### config.mk
export PLATFORM = sky130hd
export DESIGN_NAME = wb_unit_flat
export DESIGN_NICKNAME = d
export VERILOG_FILES = /design/src/rtl/wb_unit_if.sv /design/src/rtl/wb_unit.sv /design/src/flat_wrapper.sv
export SDC_FILE = /design/constraint.sdc
export NUM_CORES = 1
export LEC_CHECK = 0
export CAP_MARGIN = 5
export CORE_MARGIN = 4
export CORE_UTILIZATION = 44
export CTS_CLUSTER_SIZE = 28
export DETAILED_ROUTE_END_ITERATION = 8
export HOLD_SLACK_MARGIN = 0.15
export PLACE_DENSITY_LB_ADDON = 0.25
export SKIP_CTS_REPAIR_TIMING = 1
export SLEW_MARGIN = 20
export SYNTH_ARGS = -nofsm -noshare
export SYNTH_HDL_FRONTEND = slang
export SYNTH_SLANG_ARGS = --single-unit
### constraint.sdc
create_clock -name clk -period 2.6 [get_ports clk]
set_clock_uncertainty 0.15 [all_clocks]
set_input_delay 0.65 -clock clk [delete_from_list [all_inputs] [get_ports clk]]
set_output_delay 0.65 -clock clk [all_outputs]
set_load 0.05 [all_outputs]
### src/rtl/wb_unit_if.sv
// Writeback request / memory-response / register-file bus for wb_unit.
// The slave modport is the wb_unit side; master is the pipeline/testbench side.
interface wb_unit_if;
    logic        in_valid;
    logic        in_ready;
    logic [31:0] alu_result;
    logic [31:0] pc;
    logic [1:0]  wb_src;
    logic [4:0]  rd_addr;
    logic        reg_write;
    logic [2:0]  load_funct3;
    logic [31:0] mem_rdata;
    logic        mem_ack;
    logic        rf_we;
    logic [4:0]  rf_waddr;
    logic [31:0] rf_wdata;
    logic        busy;

    modport slave (
        input  in_valid, alu_result, pc, wb_src, rd_addr, reg_write,
               load_funct3, mem_rdata, mem_ack,
        output in_ready, rf_we, rf_waddr, rf_wdata, busy
    );

    modport master (
        output in_valid, alu_result, pc, wb_src, rd_addr, reg_write,
               load_funct3, mem_rdata, mem_ack,
        input  in_ready, rf_we, rf_waddr, rf_wdata, busy
    );
endinterface

### src/rtl/wb_unit.sv
// Writeback stage: selects ALU / load / link result, formats loads and
// drives a registered register-file write port, one request in flight.
module wb_unit (
    input  logic     clk,
    input  logic     rst_n,
    wb_unit_if.slave bus
);
    localparam logic [1:0] IDLE     = 2'd0;
    localparam logic [1:0] WAIT_MEM = 2'd1;
    localparam logic [1:0] WRITE    = 2'd2;

    logic [1:0]  state_q, state_d;
    logic [1:0]  addr_q, addr_d;
    logic [4:0]  rd_q, rd_d;
    logic        regw_q, regw_d;
    logic [2:0]  f3_q, f3_d;
    logic        we_q, we_d;
    logic [4:0]  waddr_q, waddr_d;
    logic [31:0] wdata_q, wdata_d;

    // Byte lane selected by the low address bits, half-word lane by bit 1.
    function automatic logic [31:0] fmt_load(input logic [31:0] w,
                                             input logic [1:0]  a,
                                             input logic [2:0]  f3);
        logic signed [7:0]  sb;
        logic signed [15:0] sh;
        sb = w[{a, 3'b000} +: 8];
        sh = a[1] ? w[31:16] : w[15:0];
        case (f3)
            3'b000:  fmt_load = 32'(sb);
            3'b100:  fmt_load = {24'd0, sb};
            3'b001:  fmt_load = 32'(sh);
            3'b101:  fmt_load = {16'd0, sh};
            default: fmt_load = w;
        endcase
    endfunction

    always_comb begin
        state_d = state_q;
        addr_d  = addr_q;
        rd_d    = rd_q;
        regw_d  = regw_q;
        f3_d    = f3_q;
        we_d    = 1'b0;
        waddr_d = waddr_q;
        wdata_d = wdata_q;
        case (state_q)
            IDLE: begin
                if (bus.in_valid) begin
                    addr_d = bus.alu_result[1:0];
                    rd_d   = bus.rd_addr;
                    regw_d = bus.reg_write;
                    f3_d   = bus.load_funct3;
                    if (bus.wb_src == 2'b01) begin
                        state_d = WAIT_MEM;
                    end else begin
                        // Non-load result is formed at the accepting edge.
                        state_d = WRITE;
                        we_d    = bus.reg_write && (bus.rd_addr != 5'd0);
                        waddr_d = bus.rd_addr;
                        wdata_d = (bus.wb_src == 2'b10) ? bus.pc + 32'd4
                                                        : bus.alu_result;
                    end
                end
            end
            WAIT_MEM: begin
                if (bus.mem_ack) begin
                    state_d = WRITE;
                    we_d    = regw_q && (rd_q != 5'd0);
                    waddr_d = rd_q;
                    wdata_d = fmt_load(bus.mem_rdata, addr_q, f3_q);
                end
            end
            WRITE:   state_d = IDLE;
            default: state_d = IDLE;
        endcase
    end

    always_ff @(posedge clk or negedge rst_n) begin
        if (!rst_n) begin
            state_q <= IDLE;
            addr_q  <= 2'd0;
            rd_q    <= 5'd0;
            regw_q  <= 1'b0;
            f3_q    <= 3'd0;
            we_q    <= 1'b0;
            waddr_q <= 5'd0;
            wdata_q <= 32'd0;
        end else begin
            state_q <= state_d;
            addr_q  <= addr_d;
            rd_q    <= rd_d;
            regw_q  <= regw_d;
            f3_q    <= f3_d;
            we_q    <= we_d;
            waddr_q <= waddr_d;
            wdata_q <= wdata_d;
        end
    end

    assign bus.in_ready = (state_q == IDLE);
    assign bus.busy     = (state_q != IDLE);
    assign bus.rf_we    = we_q;
    assign bus.rf_waddr = waddr_q;
    assign bus.rf_wdata = wdata_q;
endmodule

### src/flat_wrapper.sv
// flat-port wrapper written by rule: the top's interface ports become plain ports
module wb_unit_flat 
  (clk, rst_n, bus_in_valid, bus_alu_result, bus_pc, bus_wb_src, bus_rd_addr, bus_reg_write, bus_load_funct3, bus_mem_rdata, bus_mem_ack, bus_in_ready, bus_rf_we, bus_rf_waddr, bus_rf_wdata, bus_busy);
  wb_unit_if bus_i ();
  input  logic clk;
  input  logic rst_n;
  input wire logic [$bits(bus_i.in_valid)-1:0] bus_in_valid;
  input wire logic [$bits(bus_i.alu_result)-1:0] bus_alu_result;
  input wire logic [$bits(bus_i.pc)-1:0] bus_pc;
  input wire logic [$bits(bus_i.wb_src)-1:0] bus_wb_src;
  input wire logic [$bits(bus_i.rd_addr)-1:0] bus_rd_addr;
  input wire logic [$bits(bus_i.reg_write)-1:0] bus_reg_write;
  input wire logic [$bits(bus_i.load_funct3)-1:0] bus_load_funct3;
  input wire logic [$bits(bus_i.mem_rdata)-1:0] bus_mem_rdata;
  input wire logic [$bits(bus_i.mem_ack)-1:0] bus_mem_ack;
  output wire logic [$bits(bus_i.in_ready)-1:0] bus_in_ready;
  output wire logic [$bits(bus_i.rf_we)-1:0] bus_rf_we;
  output wire logic [$bits(bus_i.rf_waddr)-1:0] bus_rf_waddr;
  output wire logic [$bits(bus_i.rf_wdata)-1:0] bus_rf_wdata;
  output wire logic [$bits(bus_i.busy)-1:0] bus_busy;
  assign bus_i.in_valid = bus_in_valid;
  assign bus_i.alu_result = bus_alu_result;
  assign bus_i.pc = bus_pc;
  assign bus_i.wb_src = bus_wb_src;
  assign bus_i.rd_addr = bus_rd_addr;
  assign bus_i.reg_write = bus_reg_write;
  assign bus_i.load_funct3 = bus_load_funct3;
  assign bus_i.mem_rdata = bus_mem_rdata;
  assign bus_i.mem_ack = bus_mem_ack;
  assign bus_in_ready = bus_i.in_ready;
  assign bus_rf_we = bus_i.rf_we;
  assign bus_rf_waddr = bus_i.rf_waddr;
  assign bus_rf_wdata = bus_i.rf_wdata;
  assign bus_busy = bus_i.busy;
  wb_unit u_core (.clk(clk), .rst_n(rst_n), .bus(bus_i));
endmodule
======== After elaboration in Yosys (flattened, before gate mapping) ========
Index checks and enable logic that the tools add are counted.
word-level totals
  register bits ........................... 51
  output and inout port bits .............. 40
  logic and storage cells ................. 49
cells by class
  $add $sub $neg .......................... 1
  eq/ne operators ......................... 9
  shift-type cells ........................ 1
  muxes and demuxes ....................... 19
  reduce and logical (&&, ||, !) cells .... 11
operators with widths
  operator                                                               number
  32-bit 2-to-1 mux                                                      4
  32-bit one-hot mux with 4 select lines                                 1
  32-bit one-hot mux with 2 select lines                                 1
  32-bit by 3-bit adder with 32-bit output, second input constant        1
  32-bit by 6-bit indexed part select with 8-bit output                  1
  16-bit 2-to-1 mux                                                      1
  5-bit 2-to-1 mux                                                       3
  5-bit one-hot mux with 2 select lines                                  1
  5-bit nonzero test                                                     2
  3-bit equality test, second input constant                             2
  2-bit 2-to-1 mux                                                       3
  2-bit != test, second input constant                                   3
  2-bit by 1-bit equality test with 1-bit output, second input constant  2
  2-bit one-hot mux with 2 select lines                                  1
  2-bit AND reduction                                                    2
  4-bit AND reduction                                                    1
  2-bit nonzero test                                                     2
  3-bit by 1-bit equality test with 1-bit output, second input constant  1
  3-bit logical NOT                                                      1
  1-bit 2-to-1 mux                                                       3
  2-bit equality test, second input constant                             1
  1-bit logical AND                                                      2
  2-bit logical NOT                                                      1
  1-bit one-hot mux with 2 select lines                                  1

======== Longest topological paths before layout ========
  word-level depth ........................ 5
  gate-level depth with buffers ........... 8
  gate-level depth less buffers ........... 7

======== Worst setup path before layout ========
OpenSTA, ideal clock, no wires.
  path kind ............................... register to output
  start point ............................. register u_core.state_q[1]
  end point ............................... output bus_busy
  data arrival time ....................... 1.622 ns
  required time ........................... 1.800 ns
  setup slack ............................. 0.178 ns
  cell stages (with the launch flop) ...... 3
  buffers on the path ..................... 0
  cell sequence ........................... dfrtp_1 -> nor2_1 -> inv_1
on the way
  longest elaborated chain between the ends .. 1
ends and longest elaborated chain
  item                      line                source
  start: declaration        wb_unit.sv:12       logic [1:0] state_q, state_d;
  start signal: assignment  wb_unit.sv:90       state_q <= state_d;
  2-bit nonzero test        wb_unit.sv:102      assign bus.busy = (state_q != IDLE);
  end: declaration          flat_wrapper.sv:20  output wire logic [$bits(bus_i.busy)-1:0] bus_busy;
Every way passes these cells.

======== Worst setup path in the final report ========
  start point ............................. input bus_pc[2]
  end point ............................... register u_core.wdata_q[12] (netlist: u_core.bus.rf_wdata[12])
on the way
  longest elaborated chain between the ends .. 5
ends and longest elaborated chain
  item                                      line               source
  start: declaration                        flat_wrapper.sv:9  input wire logic [$bits(bus_i.pc)-1:0] bus_pc;
  32-bit by 3-bit adder with 32-bit output  wb_unit.sv:61      wdata_d = (bus.wb_src == 2'b10) ? bus.pc + 32'd4
  32-bit 2-to-1 mux                         wb_unit.sv:61
  32-bit 2-to-1 mux                         wb_unit.sv:54      if (bus.wb_src == 2'b01) begin
  32-bit 2-to-1 mux                         wb_unit.sv:49      if (bus.in_valid) begin
  32-bit one-hot mux with 2 select lines    wb_unit.sv:47      case (state_q)
  end signal: assignment                    wb_unit.sv:97      wdata_q <= wdata_d;
  end: declaration                          wb_unit.sv:19      logic [31:0] wdata_q, wdata_d;
Every way passes these cells. The select of a mux whose other input is x is not followed.
A chain may end at the register's enable or synchronous reset.

==> reports/summary.md <==
The tree built by TritonCTS fans out to 51 sinks. The clock edge transition at the registers on the reported setup and hold paths was 0.10 ns. By area the synthesized netlist is led by sky130_fd_sc_hd__dfrtp_1, sky130_fd_sc_hd__nand2_1, sky130_fd_sc_hd__a21oi_1. The post-synthesis cell type with the largest combined area was sky130_fd_sc_hd__dfrtp_1. Wire segments on met2 add up to 6.458 mm in the final route. Data on the critical path is required at its endpoint by 2.65 ns. The number of remaining DRC errors is 0, and the fraction of the core area covered by cells at the end of the flow is 74.28%. The distinct cell type count after synthesis is 53, and the number of flops mapped to enable cells by yosys is 0. Type of the tightest min-delay check: primary input to asynchronous set/reset pin. For this block, the initial DRC count from the detailed router was 356.

Data on the critical path arrives at its endpoint at 2.52 ns. The wire-length estimate of the detail-placed layout is 11.18 mm. Synthesis produced a netlist with a net count of 559. The run gives 742 as the placed cell count. Wire length the detailed router placed on met1: 5.355 mm.

The highest net fanout along the worst path came out at 4. After detailed routing, the number of vias per cell comes to 5.860. On the critical path the largest part of the delay comes from simple AND/OR/NAND/NOR gates. The run gives 9661 um^2 as the die area. The dominant combinational cell family by area after synthesis is simple AND/OR/NAND/NOR gates. After detailed routing, no signal wire sits above met4.

The cell area that synthesis handed to floorplanning was 3587 um^2. The clock insertion delay at the later pin of the skew report was 0.31 ns. Power spread over the standard cell area amounts to 664.2 nW/um^2. The classification of the worst setup path is primary input to flop.

The initial antenna violation count was 0; the biggest cell delay along the critical path was 0.53 ns. Sum of internal, switching and leakage power: 3.852 mW. The run gives -0.2228 ns as the worst slack at placement. The final critical-path required period is 2.465 ns. The tools report the max-slew violation count as 0.

Synthesized-area fraction occupied by xor and xnor cells: 6.104%. The first global-routing pass estimated 21.25 mm of wire. Highest clock frequency the design can meet: 405.6 MHz.

For this block, the routed nets add up to 13.72 mm of wire. The die is 98.29 um tall. Buffers placed on the I/O ports in this run total 150.

The slew of the pin with the lowest slew margin works out to 0.5387 ns. The worst path meets setup with 0.1348 ns of slack. Reported max-cap violation count: 0. Each instance of the synthesized netlist takes up on average 8.025 um^2.

Compared with the post-synthesis result, the final layout area differs by 61.67%. Synthesis produced a netlist whose cell count is 447. The run gives 0 as the number of hold-slack violations in the final timing report. The logs give 2.429 nW for the leakage dissipation and 759 for the final net count. TritonCTS built the clock tree. Of the synthesized area, sequential elements account for 35.58%.

The most used flip-flop cell after synthesis is sky130_fd_sc_hd__dfrtp_1. The Yosys step of the flow raised 0 warnings. The tools report the clock root buffer as sky130_fd_sc_hd__clkbuf_8.

Setup violations remaining at the end of the flow were counted as 0. The routed layout has 4395 vias. The tools report the element type at the critical path end as a flop.

The commonest cells after synthesis are sky130_fd_sc_hd__nand2_1, sky130_fd_sc_hd__dfrtp_1, sky130_fd_sc_hd__a21oi_1, sky130_fd_sc_hd__nor2_1, sky130_fd_sc_hd__o21ai_0. The slowest stage of the critical path belongs to the cell sky130_fd_sc_hd__clkdlybuf4s50_1. Traced cell by cell, the critical path runs through clkdlybuf4s50_1, ha_1, nand3_1, nor2_1, and3_1, xnor2_1, o21ai_0, a221o_1.

The H-tree was split into 2 levels. In the detailed route, the total length drawn on met3 is 1.484 mm. The mux cell area share after synthesis was 3.662%; the remaining antenna violation count after routing was 0. The synthesized netlist devotes 0.3488% of its cell area to adder and majority cells. The period utilization came out at 94.82%. The simple-gate share of the synthesized area works out to 26.54%. For the last weighted congestion value of the routability-driven placer, the log shows 0.9644. The post-route netlist has 15.12% of its cells at a drive strength greater than 1. Area inside the core boundary: 7807 um^2. Before antenna repair, the detailed router went through 5 iterations.

The run finished with clean final reports. The number of antenna diodes in the final layout is 0. The finished layout holds 750 standard cells, fillers aside. During I/O placement, the number of pins put on the boundary was 151. In this run the deepest clock path goes through 2 buffers. The total routing usage reported by global routing was 27.56%. The total buffers and inverters traversed by the critical path works out to 1. Entering global routing, the biggest net connects 33 pins. In this run the tightest slew margin relative to its limit is 63.16%.

The initial core utilization was 45.95%; the share of synthesized registers carrying an async set or reset was 100.0%. The number of clock buffers added by TritonCTS is 5. The standard-cell row count came out at 32. Summing the areas of all compound-gate instances in the mapped netlist gives 23.96% of the synthesized area. STA classifies the critical path startpoint as a primary input. Final hold analysis gives a worst-case slack of 0.1714 ns.

The synthesized design contains 51 register bits. The detailed-route wire length per cell was 18.29 um. Global routing finished with a remaining overflow of 0.

The worst IR drop on VDD was 0.3400 mV; the die width was 98.29 um. The area share of the leading cell type in the synthesized netlist is 35.58%. The cell with the most instances after synthesis is sky130_fd_sc_hd__nand2_1. The number of global-route vias before repair was 4194.
[path summary, 6_finish.rpt]
check	startpoint	end	slack (ns)	cells past startpoint
worst max-delay path	bus_pc[2]	u_core.bus.rf_wdata[12]	0.13	8
worst min-delay path	rst_n	u_core.bus.rf_wdata[11]	0.17	1
worst max register to register	u_core.f3_q[1]	u_core.bus.rf_wdata[12]	0.38	5
worst min register to register	u_core.bus.rf_wdata[10]	u_core.bus.rf_wdata[10]	0.34	2
max in group asynchronous	rst_n	u_core.bus.rf_wdata[31]	1.60	2
min in group clk	u_core.bus.rf_wdata[10]	u_core.bus.rf_wdata[10]	0.34	2
[kinds of logic after synthesis]
group | count (synthesis)
simple gates | 194
buf+inv | 35
flops | 51
xor+xnor | 25
compound gates | 133
fa+ha+maj | 1
mux | 8
[placed cells by master, fill, tap and decap left out, types with 14 or more instances in the layout]
master | netlist | layout
sky130_fd_sc_hd__o21ai_0 | 26 | 26
sky130_fd_sc_hd__a21oi_1 | 30 | 30
sky130_fd_sc_hd__xor2_1 | 15 | 15
sky130_fd_sc_hd__o22ai_1 | 20 | 20
sky130_fd_sc_hd__nor2_1 | 29 | 29
sky130_fd_sc_hd__clkdlybuf4s50_1 | 0 | 147
sky130_fd_sc_hd__dfrtp_1 | 51 | 51
sky130_fd_sc_hd__buf_4 | 0 | 67
sky130_fd_sc_hd__a211oi_1 | 14 | 14
sky130_fd_sc_hd__nand2_1 | 95 | 94
[worst register-to-register path, delay by kind of cell (launching register included)]
kind	cells	cell delay, ns
flops	1	0.68
buf+inv	1	0.20
simple gates	1	0.33
compound gates	3	0.82
[sequential cells by signal, indices dropped and copies added (netlist names)]
name and flops:
u_core.regw_q 1, u_core.rd_q 5, u_core.addr_q 2, u_core.bus.rf_we 1
u_core.state_q 2, u_core.bus.rf_wdata 32, u_core.f3_q 3, u_core.bus.rf_waddr 5
[layout make-up]
cell class,count,area [um^2]
Multi-Input combinational cell,361,2188
Timing Repair Buffer,219,2052
Fill cell,584,2008
Sequential cell,51,1276
Tap cell,102,127.6
Clock buffer,6,82.58
Clock inverter,2,38.79
Inverter,9,33.78
[stage by stage]
step | cell area, um^2 | setup TNS, ns
5_1_grt | 5799 | -0.0003353
2_1_floorplan | 3587 | 0
4_1_cts | 5783 | 0
6_report | 5799 | 0
3_3_place_gp | 5662 | -1.478
3_5_place_dp | 5662 | -3.032
[routing by layer]
layer  vias to the layer above  track usage (%)
met1                      2042            36.79
met3                        42            5.500
met5                         -                0
met2                       272            45.09
li1                       2039                -
met4                         0            8.718
[report_power, final]
part / internal [mW] / switching [mW]
sequential: 1.01 / 0.174
clock: 0.317 / 0.269
combinational: 0.827 / 1.26
No activity file was read; power rests on OpenSTA's default activity.
